--- src/rtl/burst_arb_pkg.sv ---
// Shared constants and types for the two-client burst round-robin arbiter.
package burst_arb_pkg;

  // Request slot encoding; bit 0 of a slot index marks a read slot
  localparam logic [1:0] SLOT_C0_WR = 2'd0;
  localparam logic [1:0] SLOT_C0_RD = 2'd1;
  localparam logic [1:0] SLOT_C1_WR = 2'd2;
  localparam logic [1:0] SLOT_C1_RD = 2'd3;

  // Slot type bit: set for read slots
  localparam int unsigned SLOT_RD_BIT = 0;
  // Slot client bit: set for client 1
  localparam int unsigned SLOT_CLIENT_BIT = 1;

  typedef enum logic [1:0] {
    IDLE = 2'd0,
    BUSY = 2'd1,
    GAP  = 2'd2
  } arb_state_e;

endpackage

--- src/rtl/rr_pick4.sv ---
// Combinational 4-way round-robin picker: first requester after 'last', modulo 4.
module rr_pick4 (
  input  logic [3:0] req,
  input  logic [1:0] last,
  output logic       valid,
  output logic [1:0] sel
);

  logic [1:0] idx;

  // Scan slots last+1 .. last+4 and keep the first one requesting
  always_comb begin
    valid = 1'b0;
    sel   = last;
    idx   = last;
    for (int i = 1; i <= 4; i++) begin
      idx = last + 2'(i);
      if (!valid && req[idx]) begin
        valid = 1'b1;
        sel   = idx;
      end
    end
  end

endmodule

--- src/rtl/burst_rr_arbiter.sv ---
// Round-robin arbiter sharing one burst memory port between two burst clients.
module burst_rr_arbiter
  import burst_arb_pkg::*;
#(
  parameter int unsigned DATA_BITS   = 64,
  parameter int unsigned ADDR_BITS   = 32,
  parameter int unsigned LEN_BITS    = 10,
  parameter int unsigned TIMEOUT_CYC = 65536,
  parameter int unsigned CNT_BITS    = 16
) (
  input  logic                 ACLK,
  input  logic                 ARESETN,
  // Client 0
  input  logic                 c0_rd_burst_req,
  input  logic                 c0_wr_burst_req,
  input  logic [ADDR_BITS-1:0] c0_rd_burst_addr,
  input  logic [ADDR_BITS-1:0] c0_wr_burst_addr,
  input  logic [LEN_BITS-1:0]  c0_rd_burst_len,
  input  logic [LEN_BITS-1:0]  c0_wr_burst_len,
  input  logic [DATA_BITS-1:0] c0_wr_burst_data,
  output logic                 c0_wr_burst_data_req,
  output logic                 c0_rd_burst_data_valid,
  output logic                 c0_rd_burst_finish,
  output logic                 c0_wr_burst_finish,
  // Client 1
  input  logic                 c1_rd_burst_req,
  input  logic                 c1_wr_burst_req,
  input  logic [ADDR_BITS-1:0] c1_rd_burst_addr,
  input  logic [ADDR_BITS-1:0] c1_wr_burst_addr,
  input  logic [LEN_BITS-1:0]  c1_rd_burst_len,
  input  logic [LEN_BITS-1:0]  c1_wr_burst_len,
  input  logic [DATA_BITS-1:0] c1_wr_burst_data,
  output logic                 c1_wr_burst_data_req,
  output logic                 c1_rd_burst_data_valid,
  output logic                 c1_rd_burst_finish,
  output logic                 c1_wr_burst_finish,
  // Read data broadcast
  output logic [DATA_BITS-1:0] rd_burst_data_out,
  // Downstream port
  output logic                 m_rd_burst_req,
  output logic                 m_wr_burst_req,
  output logic [ADDR_BITS-1:0] m_rd_burst_addr,
  output logic [ADDR_BITS-1:0] m_wr_burst_addr,
  output logic [LEN_BITS-1:0]  m_rd_burst_len,
  output logic [LEN_BITS-1:0]  m_wr_burst_len,
  output logic [DATA_BITS-1:0] m_wr_burst_data,
  input  logic                 m_wr_burst_data_req,
  input  logic                 m_rd_burst_data_valid,
  input  logic [DATA_BITS-1:0] m_rd_burst_data,
  input  logic                 m_rd_burst_finish,
  input  logic                 m_wr_burst_finish,
  // Status / debug
  output logic [1:0]           grant,
  output logic                 busy,
  output logic                 timeout,
  output logic [CNT_BITS-1:0]  grant_cnt0,
  output logic [CNT_BITS-1:0]  grant_cnt1,
  output logic [CNT_BITS-1:0]  grant_cnt2,
  output logic [CNT_BITS-1:0]  grant_cnt3
);

  localparam int unsigned WD_BITS = (TIMEOUT_CYC > 2) ? $clog2(TIMEOUT_CYC) : 1;
  localparam logic [WD_BITS-1:0] WD_MAX = WD_BITS'(TIMEOUT_CYC - 1);
  localparam logic [WD_BITS-1:0] WD_PRE = WD_BITS'(TIMEOUT_CYC - 2);

  arb_state_e             state_q;
  logic [1:0]             grant_q;
  logic                   busy_q;
  logic                   timeout_q;
  logic [WD_BITS-1:0]     wd_q;
  logic                   m_rd_req_q;
  logic                   m_wr_req_q;
  logic [ADDR_BITS-1:0]   m_rd_addr_q;
  logic [ADDR_BITS-1:0]   m_wr_addr_q;
  logic [LEN_BITS-1:0]    m_rd_len_q;
  logic [LEN_BITS-1:0]    m_wr_len_q;
  logic [CNT_BITS-1:0]    cnt_q [4];

  logic [3:0]             slot_req;
  logic                   pick_valid;
  logic [1:0]             pick_sel;
  logic                   pick_c1;
  logic                   slot_finish;

  assign slot_req = {c1_rd_burst_req, c1_wr_burst_req, c0_rd_burst_req, c0_wr_burst_req};
  assign pick_c1  = pick_sel[SLOT_CLIENT_BIT];

  // Only the finish that matches the granted slot's type closes the grant
  assign slot_finish = grant_q[SLOT_RD_BIT] ? m_rd_burst_finish : m_wr_burst_finish;

  rr_pick4 u_pick (
    .req   (slot_req),
    .last  (grant_q),
    .valid (pick_valid),
    .sel   (pick_sel)
  );

  // Grant FSM with registered downstream request, address, length and debug state
  always_ff @(posedge ACLK or negedge ARESETN) begin
    if (!ARESETN) begin
      state_q     <= IDLE;
      grant_q     <= 2'd3;
      busy_q      <= 1'b0;
      timeout_q   <= 1'b0;
      wd_q        <= '0;
      m_rd_req_q  <= 1'b0;
      m_wr_req_q  <= 1'b0;
      m_rd_addr_q <= '0;
      m_wr_addr_q <= '0;
      m_rd_len_q  <= '0;
      m_wr_len_q  <= '0;
      for (int i = 0; i < 4; i++) begin
        cnt_q[i] <= '0;
      end
    end else begin
      unique case (state_q)
        IDLE: begin
          if (pick_valid) begin
            state_q         <= BUSY;
            grant_q         <= pick_sel;
            busy_q          <= 1'b1;
            wd_q            <= '0;
            cnt_q[pick_sel] <= cnt_q[pick_sel] + 1'b1;
            if (pick_sel[SLOT_RD_BIT]) begin
              m_rd_req_q  <= 1'b1;
              m_rd_addr_q <= pick_c1 ? c1_rd_burst_addr : c0_rd_burst_addr;
              m_rd_len_q  <= pick_c1 ? c1_rd_burst_len : c0_rd_burst_len;
            end else begin
              m_wr_req_q  <= 1'b1;
              m_wr_addr_q <= pick_c1 ? c1_wr_burst_addr : c0_wr_burst_addr;
              m_wr_len_q  <= pick_c1 ? c1_wr_burst_len : c0_wr_burst_len;
            end
          end
        end
        BUSY: begin
          if (slot_finish) begin
            state_q    <= GAP;
            m_rd_req_q <= 1'b0;
            m_wr_req_q <= 1'b0;
            busy_q     <= 1'b0;
          end else begin
            // Saturating watchdog; flag is sticky and never revokes the grant
            if (wd_q != WD_MAX) begin
              wd_q <= wd_q + 1'b1;
            end
            if (wd_q == WD_PRE) begin
              timeout_q <= 1'b1;
            end
          end
        end
        GAP: begin
          // Requests are ignored here so a client dropping req off finish is not regranted
          state_q <= IDLE;
        end
        default: begin
          state_q <= IDLE;
        end
      endcase
    end
  end

  // Zero-latency routing of data strobes and finishes to the granted client, BUSY only
  always_comb begin
    c0_wr_burst_data_req   = 1'b0;
    c0_rd_burst_data_valid = 1'b0;
    c0_rd_burst_finish     = 1'b0;
    c0_wr_burst_finish     = 1'b0;
    c1_wr_burst_data_req   = 1'b0;
    c1_rd_burst_data_valid = 1'b0;
    c1_rd_burst_finish     = 1'b0;
    c1_wr_burst_finish     = 1'b0;
    m_wr_burst_data        = '0;
    if (state_q == BUSY) begin
      m_wr_burst_data = grant_q[SLOT_CLIENT_BIT] ? c1_wr_burst_data : c0_wr_burst_data;
      unique case (grant_q)
        SLOT_C0_WR: begin
          c0_wr_burst_data_req = m_wr_burst_data_req;
          c0_wr_burst_finish   = m_wr_burst_finish;
        end
        SLOT_C0_RD: begin
          c0_rd_burst_data_valid = m_rd_burst_data_valid;
          c0_rd_burst_finish     = m_rd_burst_finish;
        end
        SLOT_C1_WR: begin
          c1_wr_burst_data_req = m_wr_burst_data_req;
          c1_wr_burst_finish   = m_wr_burst_finish;
        end
        SLOT_C1_RD: begin
          c1_rd_burst_data_valid = m_rd_burst_data_valid;
          c1_rd_burst_finish     = m_rd_burst_finish;
        end
        default: begin
        end
      endcase
    end
  end

  assign rd_burst_data_out = m_rd_burst_data;
  assign m_rd_burst_req    = m_rd_req_q;
  assign m_wr_burst_req    = m_wr_req_q;
  assign m_rd_burst_addr   = m_rd_addr_q;
  assign m_wr_burst_addr   = m_wr_addr_q;
  assign m_rd_burst_len    = m_rd_len_q;
  assign m_wr_burst_len    = m_wr_len_q;
  assign grant             = grant_q;
  assign busy              = busy_q;
  assign timeout           = timeout_q;
  assign grant_cnt0        = cnt_q[0];
  assign grant_cnt1        = cnt_q[1];
  assign grant_cnt2        = cnt_q[2];
  assign grant_cnt3        = cnt_q[3];

endmodule
--- config.mk ---
export PLATFORM = sky130hd
export DESIGN_NAME = burst_rr_arbiter
export DESIGN_NICKNAME = d
export VERILOG_FILES = /design/src/rtl/burst_arb_pkg.sv /design/src/rtl/rr_pick4.sv /design/src/rtl/burst_rr_arbiter.sv
export SDC_FILE = /design/constraint.sdc
export NUM_CORES = 1
export LEC_CHECK = 0
export CAP_MARGIN = 20
export CORE_AREA = 2 2 260 262
export CTS_BUF_LIST = sky130_fd_sc_hd__clkbuf_4
export DETAILED_ROUTE_END_ITERATION = 8
export DIE_AREA = 0 0 262 264
export PLACE_DENSITY = 0.4
export SYNTH_ARGS = -nofsm -noshare
export SYNTH_HDL_FRONTEND = slang
export SYNTH_HIERARCHICAL = 1
export SYNTH_SLANG_ARGS = --single-unit
--- constraint.sdc ---
create_clock -name ACLK -period 2.57 [get_ports ACLK]
set_clock_uncertainty 0.05 [all_clocks]
set_input_delay 0.257 -clock ACLK [delete_from_list [all_inputs] [get_ports ACLK]]
set_output_delay 0.257 -clock ACLK [all_outputs]
set_load 0.03 [all_outputs]
## Word level (Yosys, flattened, before mapping)

Index checks and enable logic that the tools add are counted.

| word-level totals | value |
|---|---|
| ROM bits | 0 |
| word-level logic and storage cells | 121 |
| memory bits (writable) | 0 |
| latch bits | 0 |
| register bits after elaboration | 172 |
| input port bits | 370 |
| memories | 0 |
| output and inout bits | 290 |

| operators by class | value |
|---|---|
| order comparisons | 6 |
| reductions and logical operators | 19 |
| div/mod/pow operators | 0 |
| multipliers | 0 |
| equality and inequality tests | 12 |
| mux-type cells | 61 |
| add/sub/neg operators | 5 |
| bitwise gates (word level) | 3 |
| shift operators | 0 |

Operator list:

| cell | count |
|---|---|
| $mux W64 | 2 |
| $mux W16 | 6 |
| $bwmux W64 | 1 |
| $mux W32 | 2 |
| $add A16 B1 Y16 const B | 2 |
| $bmux W16 S2 | 1 |
| $demux W16 S2 | 1 |
| $pmux W16 S2 | 1 |
| $mux W1 | 31 |
| $mux W10 | 2 |
| $eq A16 B16 Y1 const B | 1 |
| $ne A16 B16 Y1 const B | 1 |
| $lt A2 B3 Y1 const B | 4 |
| $mux W2 | 6 |
| $ne A2 B2 Y1 const B | 6 |
| $reduce_and A3 Y1 | 4 |
| $reduce_and A4 Y1 | 3 |
| $bmux W1 S2 | 4 |
| $pmux W1 S2 | 3 |
| $add A2 B2 Y2 const B | 2 |
| $eq A2 B1 Y1 const B | 2 |
| $eq A2 B2 Y1 const B | 2 |
| $logic_and A1 B1 Y1 | 4 |
| $logic_not A2 Y1 | 2 |
| 9 further kinds | 13 |

## Logic depth before layout (Yosys ltp)

| depth | value |
|---|---|
| word-level depth | 19 |
| depth in mapped cells | 11 |
| mapped depth without buffers | 9 |

## By module

The synthesis kept the hierarchy.

Modules (own cells, without submodules):

| module | area an instance (um2) | instances | seq. area each (um2) | cells an instance |
|---|---|---|---|---|
| burst_rr_arbiter | 9431.5 | 1 | 4306.6 | 980 |
| rr_pick4 | 82.6 | 1 | 0.0 | 14 |

## Worst setup path after synthesis

OpenSTA, ideal clock, no wires.

| timing path | value |
|---|---|
| path kind | reg2reg |
| start point | register grant_q[1], in the netlist grant[1] |
| end point | register cnt_q (netlist bit grant_cnt2[15]) |
| arrival | 2812 ps |
| clock period less this slack | 2942 ps |
| data required time | 2440 ps |
| stages on the path, launching flop included | 11 |
| setup time | 80 ps |
| path slack | -372 ps |
| buffers on the path | 2 |
| path through | dfstp_2 mux2i_1 nor2_1 a221o_1 buf_4 mux4_2 nand4_2 or3_1 clkbuf_1 nor3_1 xor2_1 |

| between the ends | value |
|---|---|
| cells in the longest elaborated chain, start to end | 19 |
| elaborated cells between the ends (all ways) | 37 |
| classes of those cells | add/sub (4); order compare (2); mux (22); bitwise (1); reduce/logical (8) |

RTL lines:

| what | line | text |
|---|---|---|
| from (decl) | burst_rr_arbiter.sv:67 | `logic [1:0] grant_q;` |
| from (signal assigned) | burst_rr_arbiter.sv:120 | `grant_q <= pick_sel;` |
| $add A2 B1 Y2 | rr_pick4.sv:17 | `idx = last + 2'(i);` |
| $bmux W1 S2 | rr_pick4.sv:18 | `if (!valid && req[idx]) begin` |
| $mux W1 (not written as such) | rr_pick4.sv:18 |  |
| $mux W1 | rr_pick4.sv:18 |  |
| $logic_not A1 Y1 | rr_pick4.sv:18 |  |
| $logic_and A1 B1 Y1 | rr_pick4.sv:18 |  |
| $mux W1 | rr_pick4.sv:18 |  |
| $logic_not A1 Y1 | rr_pick4.sv:18 |  |
| [... 4 more ...] | n/a |  |
| $mux W2 * | rr_pick4.sv:18 |  |
| named net pick_sel[0] | burst_rr_arbiter.sv:81 | `logic [1:0] pick_sel;` |
| $not A2 Y3 (not written as such) * | burst_rr_arbiter.sv:123 | `cnt_q[pick_sel] <= cnt_q[pick_sel] + 1'b1;` |
| $bmux W16 S2 (tied with other cells) | burst_rr_arbiter.sv:123 |  |
| $mux W16 (not written as such) / $logic_and A1 B1 Y1 (equally long branches) | burst_rr_arbiter.sv:123 |  |
| $mux W16 (not written as such) | burst_rr_arbiter.sv:123 |  |
| $add A16 B1 Y16 / $demux W16 S2 (equally long branches) | burst_rr_arbiter.sv:123 |  |
| $bwmux W64 * | burst_rr_arbiter.sv:123 |  |
| to (signal, indexed assignment) | burst_rr_arbiter.sv:123 |  |
| to (decl) | burst_rr_arbiter.sv:77 | `logic [CNT_BITS-1:0] cnt_q [4];` |

The timed path passes the listed nets; every way through them passes the cells marked *. The select of a mux whose other input is x is not followed.
A chain may end at the register's enable or synchronous reset.

## Worst setup path after layout

| timing path | value |
|---|---|
| start point | register grant_q[1], in the netlist grant[1] |
| end point | register cnt_q (netlist bit grant_cnt2[9]) |

The elaborated chain is that of the path after synthesis.

==> results_dict.tcl <==
set metrics [dict create \
    cts_buffer_depth 2 \
    reg2reg_slack_ps -410 \
    path_buf_inv 3 \
    fmax_ghz 0.335 \
    nets 1948 \
    routabilityCongestion 0.837 \
    setup_ws_ps -415 \
    clk_latency_ps 640 \
    synth_edf_count 0 \
    cp-start-kind "register" \
    cp_common_cell "buf_12" \
    dieHeight_um 264 \
    fin_crit_ps 2980 \
    synth.top_cell.area_share_pct 44.7 \
    crit_arrival_ps 3500 \
    status "complete, but fails checks" \
    grt_overflow 0 \
    core_area_mm2 0.0666 \
    drc_errors 0 \
    final_layout_size_suffix_gt1_share_pct 27.1 \
    clkTransAtPathRegs_ps 160 \
    via_count 9659 \
    grt_pass1_wl_um 70700 \
    drt-initial-drc-count 439 \
    syn-num-nets 1367 \
    finalCritPeriodShare_pct 116 \
    max-cap-violations 0 \
    h-tree-depth 4 \
    grt_pass1_vias 10063 \
    routed_wl_um 50900 \
    grt_setup_unrepaired "yes" \
    r2r-start "grant[1]" \
    finalInstanceArea_mm2 0.0189 \
    critPathRequiredTime_ps 3090 \
    cp_slowest_stage_delay_ps 680 \
    globalRouteTotalUtil_pct 14.2 \
    drt-wirelength-per-cell_um 20.7 \
    hold_violations 0 \
    critPathSlowestCell "dfstp_4" \
    synth_area_leaders "dfrtp_1 (45%), mux2i_1 (16%), nor2_1 (6.7%)" \
    synth_seq_area_share_pct 45.3 \
    worst_pin_slew_ps 728 \
    critPathCapture "grant_cnt2[9]" \
    synth_common_cells "dfrtp_1 (170), nor2_1 (170), mux2i_1 (152)" \
    drt.antenna.violating_nets 0 \
    dpl.hpwl_um 39000 \
    synth_flop_cell "dfrtp_1" \
    cts_tree "built" \
    hold_ws_ps 117 \
    maxSlewHeadroom_pct 51.5 \
    place.port_buffers 531 \
    slew_viol_final 0 \
    final-setup-viol-count 123 \
    p_total_uw 21700 \
    synthCells 994 \
    synth-async-reset-ratio_pct 100 \
    fill_cells 6916 \
    violations "setup timing" \
    crit_family "flip-flops" \
    ys_warn_count 6 \
    ys_seq_elements 172 \
    rr_worst_depth 10 \
    seq_area_mm2 0.00431 \
    vias_per_cell 3.92 \
    syn_area_per_cell_um2 9.57 \
    grt_start_max_net_pins 54 \
    die_area_mm2 0.0692 \
    cts.sinks 172 \
    ir_drop_mv 0.448 \
    die_x_um 262 \
    synth_top_cell_by_area "dfrtp_1" \
    cts_buffers 17 \
    end_kind "register" \
    initial_core_util_pct 14.3 \
    fp-row-count 95 \
    antenna_found_initial 10 \
    r2r-end "grant_cnt2[9]" \
    path_class "reg -> reg" \
    hp-class "in -> async" \
    ys_types 46 \
    leakage_uw 0.00773 \
    power.density_mw_per_mm2 1150 \
    num_io_pins 660 \
    postPlaceCellArea_mm2 0.0166 \
    worstPathCellList "buf_4, o22ai_2, a221o_1, buf_12, buf_12, mux4_2, nand3_2, or3_4, xor2_4, o21ai_1" \
    path_max_fanout 9 \
    firstDrtPassIters 7 \
    areaGrowthSynthToFinish_pct 98.7 \
    multiInputGateArea_mm2 0.00541 \
    worstSetupStartpoint "grant[1]" \
    cts-root-buf "clkbuf_4" \
    path_depth 10 \
    synth_area_mm2 0.00951 \
]
-- what timing repair did --
item	4_1_cts	5_1_grt
endpoints found under the hold margin	170	0
pin swaps	24	15
setup buffers	29	15
resized for setup	243	82
hold buffers	1	0
cloned	11	6
endpoints found under the setup margin	224	219
-- worst min-delay path by stage --
stage | startpoint | to | slack (ps)
floorplan | ARESETN | busy | -90
global placement | ARESETN | m_wr_burst_addr[0] | 230
detailed placement | ARESETN | m_wr_burst_addr[0] | 240
CTS | ARESETN | m_wr_burst_addr[15] | 20
global route | ARESETN | m_wr_burst_addr[17] | 30
finish | ARESETN | m_wr_burst_addr[0] | 120
-- per-stage QoR --
step	std cells	TNS [ps]	util [%]	worst slack (ps)
after floorplan	994	-7030	-	-264
after global placement	2377	-46790	25.0	-531
after detailed placement	2377	-49920	25.0	-559
after CTS	2443	-27640	27.7	-412
after global routing	2464	-43660	28.4	-505
final	2464	-25430	28.4	-415
-- final cells by class --
cell class,instances,area share [%]
Multi-Input combinational cell,680,28.6
Clock inverter,14,0.973
Clock buffer,18,0.715
Tap cell,873,5.78
Inverter,11,0.232
Sequential cell,172,22.8
Timing Repair Buffer,693,40.9
Antenna cell,3,0.0397
-- flip-flops by register name, indices dropped and copies added, names as in the netlist, 2 cells and up --
register,flops
m_wr_burst_len,10
grant_cnt0,16
m_rd_burst_len,10
grant_cnt3,16
grant,2
grant_cnt1,16
m_rd_burst_addr,32
state_q,2
m_wr_burst_addr,32
grant_cnt2,16
wd_q,16
-- cell families (layout without fill, tap and decap cells) --
group,Yosys count,after routing,share of synthesized area [%]
muxes,172,172,20.1
DFF,172,172,45.3
adders and majority gates,3,3,0.395
AOI/OAI and AO/OA,178,178,10.2
and+or+nand+nor,308,308,13.8
buffers and inverters,142,736,8.42
xor gates and xnor gates,19,19,1.75
other,0,3,0
-- cells in the final DEF (no fill, tap or decap), types with 4 or more instances in the layout --
master and n:
buf_12 68, buf_8 5, nor2_4 13, mux2i_1 112
o21ai_0 21, mux2i_4 31, nor2_2 29, nor3_4 4
nand4_1 10, mux4_2 15, clkdlybuf4s50_1 456, or3_4 4
xor2_1 5, a31oi_1 6, nand3_1 4, nor2_1 128
dfrtp_1 170, mux2_2 5, mux2i_2 9, xnor2_2 9
buf_6 22, nand2_1 75, o21ai_1 42, buf_4 118
clkbuf_4 18, a31o_2 4, a21oi_1 87, inv_1 10
buf_16 16, clkbuf_16 5
-- report_power, final --
part,internal (uW),switching (uW)
clock network,708,1160
logic,7420,8310
registers,3580,549
-- per-layer routing --
| metal | vias to the layer above | share of wire (%) | GRT usage (%) |
|---|---|---|---|
| met1 | 4664 | 42 | 17.3 |
| met2 | 374 | 51 | 24.7 |
| met4 | 12 | 0.67 | 2.12 |
| met3 | 30 | 6.8 | 4.51 |
| li1 | 4579 | - | - |
| met5 | - | 0.15 | 0 |
Power figures use the tool's default switching activity.
